[config.mk]
export PLATFORM = sky130hd
export DESIGN_NAME = vm_wb_ram_bridge
export DESIGN_NICKNAME = d
export VERILOG_FILES = /design/src/rtl/vm_wb_pkg.sv /design/src/rtl/vm_ich_regs.sv /design/src/rtl/vm_wb_ram_bridge.sv
export SDC_FILE = /design/constraint.sdc
export NUM_CORES = 1
export LEC_CHECK = 0
export CORE_MARGIN = 2
export CORE_UTILIZATION = 43
export CTS_CLUSTER_SIZE = 12
export DETAILED_ROUTE_END_ITERATION = 6
export HOLD_SLACK_MARGIN = 0.05
export PLACE_DENSITY = 0.85
export SLEW_MARGIN = 20
export SYNTH_ARGS = -nofsm -noshare
export SYNTH_HDL_FRONTEND = slang
export SYNTH_SLANG_ARGS = --single-unit
[constraint.sdc]
create_clock -name vm_clk_p -period 2.1 [get_ports vm_clk_p]
set_clock_uncertainty 0.15 [all_clocks]
set_input_delay 0.315 -clock vm_clk_p [delete_from_list [all_inputs] [get_ports vm_clk_p]]
set_output_delay 0.315 -clock vm_clk_p [all_outputs]
set_load 0.005 [all_outputs]
[src/rtl/vm_wb_pkg.sv]
// vm_wb_pkg: shared types and default address map for the VM2 Wishbone to
// RAM bridge.
//   vm_state_e : bus-cycle FSM states
//   vm_dec_e   : address decode classes
//   RAM_TOP_DEF / IOBASE_DEF : default direct-RAM limit and channel base
package vm_wb_pkg;

  typedef enum logic [1:0] {
    ST_IDLE,
    ST_REG,
    ST_RAM,
    ST_DONE
  } vm_state_e;

  typedef enum logic [2:0] {
    DC_NONE,
    DC_DIRECT,
    DC_AREG,
    DC_DPORT,
    DC_CSR
  } vm_dec_e;

  localparam logic [15:0] RAM_TOP_DEF = 16'o160000;
  localparam logic [15:0] IOBASE_DEF  = 16'o176640;

endpackage

[src/rtl/vm_ich_regs.sv]
// vm_ich_regs: indirect-channel register file.
//   areg_we/wr_ch/wr_sel/wr_dat : byte-lane write of one address register
//   csr_we                      : mode CSR write (low byte lane only)
//   inc_en/inc_ch               : completed data-port access, bumps areg when
//                                 that channel's auto-increment bit is set
//   areg/csr                    : current register contents
module vm_ich_regs
  import vm_wb_pkg::*;
#(
  parameter int NCH  = 2,
  parameter int CH_W = 1
)(
  input  logic                  vm_clk_p,
  input  logic                  vm_init,
  input  logic                  areg_we,
  input  logic [CH_W-1:0]       wr_ch,
  input  logic [1:0]            wr_sel,
  input  logic [15:0]           wr_dat,
  input  logic                  csr_we,
  input  logic                  inc_en,
  input  logic [CH_W-1:0]       inc_ch,
  output logic [NCH-1:0][15:0]  areg,
  output logic [NCH-1:0]        csr
);

  for (genvar k = 0; k < NCH; k++) begin : g_ch
    logic [15:0] r;
    always_ff @(posedge vm_clk_p) begin
      if (vm_init) begin
        r <= '0;
      end else if (areg_we && wr_ch == CH_W'(k)) begin
        if (wr_sel[0]) r[7:0]  <= wr_dat[7:0];
        if (wr_sel[1]) r[15:8] <= wr_dat[15:8];
      end else if (inc_en && inc_ch == CH_W'(k) && csr[k]) begin
        r <= r + 16'd1;  // wraps FFFF -> 0
      end
    end
    assign areg[k] = r;
  end

  // All enable bits live in the low byte, so only sel[0] matters.
  always_ff @(posedge vm_clk_p) begin
    if (vm_init)                 csr <= '0;
    else if (csr_we && wr_sel[0]) csr <= wr_dat[NCH-1:0];
  end

endmodule

[src/rtl/vm_wb_ram_bridge.sv]
// vm_wb_ram_bridge: decodes VM2 Wishbone cycles into direct RAM accesses,
// indirect channel register accesses and channel data-port RAM accesses.
//   vm_clk_p, vm_init     : clock, synchronous active-high reset
//   wbm_*                 : Wishbone slave side (adr[16] = halt-mode space)
//   addr_ram/duot_ram/dinp_ram/mask_ram/read_ram/wrte_ram/askn_ram : RAM port,
//                           data on bits [31:16], mask is active-high
//   tmo_o                 : one-cycle pulse when a RAM access times out
module vm_wb_ram_bridge
  import vm_wb_pkg::*;
#(
  parameter logic [15:0] RAM_TOP = RAM_TOP_DEF,
  parameter logic [15:0] IOBASE  = IOBASE_DEF,
  parameter int          NCH     = 2,
  parameter int          TMO     = 64
)(
  input  logic        vm_clk_p,
  input  logic        vm_init,
  input  logic [16:0] wbm_adr_i,
  input  logic [15:0] wbm_dat_i,
  output logic [15:0] wbm_dat_o,
  input  logic        wbm_we_i,
  input  logic [1:0]  wbm_sel_i,
  input  logic        wbm_stb_i,
  output logic        wbm_ack_o,
  output logic [15:0] addr_ram,
  output logic [31:0] duot_ram,
  input  logic [31:0] dinp_ram,
  output logic [3:0]  mask_ram,
  output logic        read_ram,
  output logic        wrte_ram,
  input  logic        askn_ram,
  output logic        tmo_o
);

  localparam int CH_W  = (NCH > 1) ? $clog2(NCH) : 1;
  localparam int CNT_W = $clog2(TMO);
  localparam logic [15:0] CSR_A = IOBASE + 16'(4 * NCH);

  vm_state_e            st, nxt;
  vm_dec_e              dec_cls;
  logic [CH_W-1:0]      dec_ch, cur_ch;
  logic                 cur_dport;
  logic [CNT_W-1:0]     tmo_cnt;
  logic                 reg_go, ram_go, ram_ok, ram_tmo;
  logic [15:0]          wadr, reg_rdata;
  logic [NCH-1:0][15:0] areg;
  logic [NCH-1:0]       csr;

  logic unused_ok;
  assign unused_ok = ^{dinp_ram[15:0], wbm_adr_i[0]};

  // Decode
  assign wadr = {wbm_adr_i[15:1], 1'b0};

  always_comb begin
    dec_cls = DC_NONE;
    dec_ch  = '0;
    if (wbm_adr_i[16] || wadr < RAM_TOP) begin
      dec_cls = DC_DIRECT;
    end else begin
      for (int k = 0; k < NCH; k++) begin
        if (wadr == IOBASE + 16'(4 * k)) begin
          dec_cls = DC_AREG;
          dec_ch  = CH_W'(k);
        end
        if (wadr == IOBASE + 16'(4 * k + 2)) begin
          dec_cls = DC_DPORT;
          dec_ch  = CH_W'(k);
        end
      end
      if (wadr == CSR_A) dec_cls = DC_CSR;
    end
  end

  assign reg_rdata = (dec_cls == DC_CSR) ? 16'(csr) : areg[dec_ch];

  // FSM
  always_ff @(posedge vm_clk_p) begin
    if (vm_init) st <= ST_IDLE;
    else         st <= nxt;
  end

  always_comb begin
    nxt     = st;
    reg_go  = 1'b0;
    ram_go  = 1'b0;
    ram_ok  = 1'b0;
    ram_tmo = 1'b0;
    if (!wbm_stb_i) begin
      nxt = ST_IDLE;  // abandoned cycle: nothing further is committed
    end else begin
      case (st)
        ST_IDLE: begin
          if (dec_cls == DC_AREG || dec_cls == DC_CSR) begin
            nxt    = ST_REG;
            reg_go = 1'b1;
          end else if (dec_cls == DC_DIRECT || dec_cls == DC_DPORT) begin
            nxt    = ST_RAM;
            ram_go = 1'b1;
          end
        end
        ST_REG:  nxt = ST_DONE;
        ST_RAM: begin
          if (askn_ram) begin
            nxt    = ST_DONE;
            ram_ok = 1'b1;
          end else if (tmo_cnt == CNT_W'(TMO - 1)) begin
            nxt     = ST_DONE;
            ram_tmo = 1'b1;
          end
        end
        ST_DONE: nxt = ST_DONE;
        default: nxt = ST_IDLE;
      endcase
    end
  end

  // RAM port
  assign read_ram = (st == ST_RAM) & ~wbm_we_i & wbm_stb_i;
  assign wrte_ram = (st == ST_RAM) &  wbm_we_i & wbm_stb_i;
  assign duot_ram = {wbm_dat_i, wbm_dat_i};
  assign mask_ram = {~wbm_sel_i, 2'b11};

  // Registered ack/data path; ack fires only on the transition into
  // REG/DONE, so it is a single-cycle pulse per strobe.
  always_ff @(posedge vm_clk_p) begin
    if (vm_init) begin
      wbm_ack_o <= 1'b0;
      wbm_dat_o <= '0;
      addr_ram  <= '0;
      tmo_o     <= 1'b0;
      tmo_cnt   <= '0;
      cur_dport <= 1'b0;
      cur_ch    <= '0;
    end else begin
      wbm_ack_o <= reg_go | ram_ok | ram_tmo;
      tmo_o     <= ram_tmo;
      if (reg_go)  wbm_dat_o <= wbm_we_i ? 16'h0 : reg_rdata;
      if (ram_ok)  wbm_dat_o <= wbm_we_i ? 16'h0 : dinp_ram[31:16];
      if (ram_tmo) wbm_dat_o <= 16'h0;
      if (ram_go) begin
        addr_ram  <= (dec_cls == DC_DPORT) ? areg[dec_ch] : {1'b0, wbm_adr_i[15:1]};
        cur_dport <= (dec_cls == DC_DPORT);
        cur_ch    <= dec_ch;
        tmo_cnt   <= '0;
      end else if (st == ST_RAM) begin
        tmo_cnt   <= tmo_cnt + CNT_W'(1);
      end
    end
  end

  vm_ich_regs #(.NCH(NCH), .CH_W(CH_W)) u_ich (
    .vm_clk_p (vm_clk_p),
    .vm_init  (vm_init),
    .areg_we  (reg_go & wbm_we_i & (dec_cls == DC_AREG)),
    .wr_ch    (dec_ch),
    .wr_sel   (wbm_sel_i),
    .wr_dat   (wbm_dat_i),
    .csr_we   (reg_go & wbm_we_i & (dec_cls == DC_CSR)),
    .inc_en   (ram_ok & cur_dport),
    .inc_ch   (cur_ch),
    .areg     (areg),
    .csr      (csr)
  );

endmodule
==> key figures <==
Outcome
  • Outcome: finished, final reports clean

Setup path
  • FF-to-FF Start: u_ich.g_ch[0].r[1]$_SDFFE_PP0P_
  • Crit Path Max Fanout: 6
  • Worst r2r path cells: 6
  • CP Class: input pin to flop
  • Crit path arrival time: about 2200 ps
  • End of the worst register-to-register path: u_ich.g_ch[0].r[10]$_SDFFE_PP0P_
  • Worst setup SP type: input pin
  • Critical path's top delay family: buffers and inverters
  • CP cell instances: dlygate4sd2_1 -> nand4b_2 -> buf_6 -> nor4_4 -> buf_4 -> buf_12 -> buf_16 -> mux2i_2 -> o211ai_1 -> o211a_1
  • Largest stage delay on the critical path: 260 ps
  • Slowest-stage cell, CP: dlygate4sd2_1
  • Setup crit end kind: flop
  • Worst path bufs/invs: 5
  • R2R Setup Slk: 150 ps
  • WP data required: 2200 ps

Synth
  • Number of flops mapped to enable cells by yosys: 0
  • Ys Warns: 0
  • Post-synthesis sequential area ratio: approximately a third
  • Synth unique cells: 62
  • Cell Area, Synth: ~4700 um2
  • Ys flop type: dfxtp_1
  • Flops & latches, synth: 78
  • Cells after synthesis: 553
  • Avg Cell Area, Syn: 8.50 um2
  • Async S/R FF share, synth: 0%

Detailed routing
  • Via Count: ~5000
  • Drt first pass iters: 5
  • WL final: 16100 um
  • DRT iter0 DRCs: 487
  • Post-route ant nets: 0
  • DR vias/cell: 5.89
  • Routed WL per cell: between 15 and 20 um
  • DRC viols: 0

STA
  • Setup TNS Final: 0 ps
  • Pins Over Slew Limit: 0
  • Final hold violation count: 0
  • Period utilisation layout: a little over nine tenths
  • Final setup viols: 0
  • Fmax: 484 MHz
  • Post-route minimum period: between 2000 and 2500 ps
  • Hold WS: 217 ps

Global routing
  • Vias in the first global route: 4985
  • First-pass GRT wire length: 24900 um
  • Initial antenna violation count: 0
  • GRT Resource Usage Total: 27.0%
  • GRT Residual Overflow: 0
  • Largest net degree at the start of global routing: 18

Clock network
  • H-tree Lvls: 3
  • Sink Count: 78
  • Worst-Skew Late Latency: ~360 ps
  • Clock-pin slew on the worst setup and hold paths: roughly 90 ps
  • CTS Hold Bufs: 0
  • CTS tree: yes
  • Num CTS Buffers: 9
  • Clk root buf: clkbuf_8
  • Maximum buffer depth of the clock tree: 2

Floorplanning
  • DIE HEIGHT: about 110 um
  • I/O Pins: ~140
  • DIE AREA: 11800 um2
  • Std cell rows: 38
  • Initial Util: between 40% and 50%
  • Core ar.: around 11000 um2
  • Die X: about 110 um

Worst hold path
  • Hold path start: wbm_adr_i[10]
  • Hold Path Cell Cnt: 2
  • Hold Path Class: input pin to flop
  • Hold EP: addr_ram[9]$_SDFFE_PP0P_

Place
  • Final GP Congestion: 0.953
  • Port bufs: 124
  • Final HPWL DP: between 10000 and 15000 um

Layout
  • Layout cell share with drive strength beyond 1: 21.5%
  • N_diodes: 0
  • Layout Nets: 796
  • Area Growth Syn to Fin: 48.6%

Pwr
  • Peak VDD IR: 0.000280 V
  • P_leak: roughly 2.7 nW
  • Cell Pwr Density: 486 nW/um2

Flow run
  • Max cap viols: 0
-- where the power goes --
part / total, mW / leakage (nW) / internal [mW] / switching (mW)
logic: 0.471 / 1.92 / 0.274 / 0.197
clock network: 1.40 / 0.120 / 0.796 / 0.603
registers: 1.53 / 0.632 / 1.51 / 0.0197
-- worst max-delay path by stage --
stage / slack [ps] / to / start / depth (start not counted)
floorplan: -8 / addr_ram[0]$_SDFFE_PP0P_ / wbm_adr_i[2] / 7
global route: -50 / addr_ram[14]$_SDFFE_PP0P_ / wbm_adr_i[9] / 10
global placement: -490 / addr_ram[3]$_SDFFE_PP0P_ / wbm_adr_i[4] / 8
detailed placement: -530 / addr_ram[3]$_SDFFE_PP0P_ / wbm_adr_i[4] / 8
CTS: 0.03 / addr_ram[6]$_SDFFE_PP0P_ / wbm_adr_i[16] / 10
finish: 30 / addr_ram[5]$_SDFFE_PP0P_ / wbm_adr_i[9] / 10
-- cells in the final DEF, fill, tap and decap left out, drive strengths merged, types with 3 or more instances in the layout --
cell type	instances
dfxtp	78
o21ai	32
buf	96
and4	11
a41oi	17
dlygate4sd2	15
a211oi	10
o32ai	24
clkdlybuf4s50	105
nor4	6
and4b	3
nand4b	4
and3	5
nor3	8
a31oi	5
clkbuf	10
o211a	5
nor2	31
nand4	11
nand3	15
nand2	27
nor2b	5
bufinv	3
a22o	10
o211ai	9
mux2i	36
inv	35
ha	3
and2	19
or2	7
a21oi	48
-- area by class of cell --
class                           count  area, um2
Inverter                           33        124
Timing Repair Buffer              220       2080
Sequential cell                    78       1560
Multi-Input combinational cell    379       2800
Tap cell                          140        175
Clock inverter                      7        120
Fill cell                         859       3760
Clock buffer                        9        124
-- registers in the layout, summed over array words and instances, names as in the netlist --
register / count
cur_dport: 1
cur_ch: 1
tmo_o: 1
u_ich.g_ch.r: 32
st: 2
addr_ram: 16
wbm_ack_o: 1
wbm_dat_o: 16
u_ich.csr: 2
tmo_cnt: 6
-- synthesized netlist by cell type, drive strengths merged, types with 9 or more instances --
master / number / area, um2
o21ai: 32 / 160
clkbuf: 17 / 65.1
a211oi: 10 / 75.1
buf: 47 / 328
a22o: 10 / 87.6
o32ai: 24 / 210
nand2: 27 / 106
nand3: 15 / 75.1
a21oi: 48 / 240
inv: 33 / 124
mux2i: 36 / 360
a41oi: 17 / 149
nand4: 11 / 68.8
and2: 19 / 119
dfxtp: 78 / 1560
o211ai: 9 / 67.6
nor2: 31 / 119
and4: 11 / 96.3
-- metrics by stage --
| stage | util, % | cells | worst slack, ps | cell area, um2 | power [mW] |
|---|---|---|---|---|---|
| finish | 65.0 | 866 | 32.1 | 6980 | 3.40 |
| global route | 65.0 | 866 | -48.0 | 6980 | 3.50 |
| CTS | 63.8 | 862 | 0.0320 | 6850 | 3.40 |
| detailed placement | 60.0 | 840 | -528 | 6450 | 2.02 |
| global placement | 60.0 | 840 | -494 | 6450 | 2.01 |
| floorplan | - | 554 | -7.72 | 4710 | 1.72 |
-- layer usage --
layer | up-vias | global-route usage, % | share of wire, %
met1 | 2443 | 33.7 | 42
met4 | 0 | 9.25 | 2.2
li1 | 2388 | - | -
met2 | 235 | 47.3 | 50
met3 | 32 | 4.16 | 6.6
met5 | - | 0 | 0
-- what timing repair did --
action / CTS / global route
pin swaps: 5 / 7
cloned: 1 / 0
setup buffers: 5 / 4
setup endpoints to repair: 56 / 65
resized for setup: 40 / 26
-- logic make-up (layout without fill, tap and decap cells) --
family          after synthesis  after routing  synth area share (%)
flops                        78             78                  33.2
simple gates                163            163                  20.9
compound gates              169            169                  25.1
fa+ha+maj                     3              3                 0.799
buf+inv                      97            269                  11.0
xor+xnor                      4              4                 0.746
other cells                   1              2                0.0798
mux                          38             38                  8.15
(Power assumes the default switching activity.)
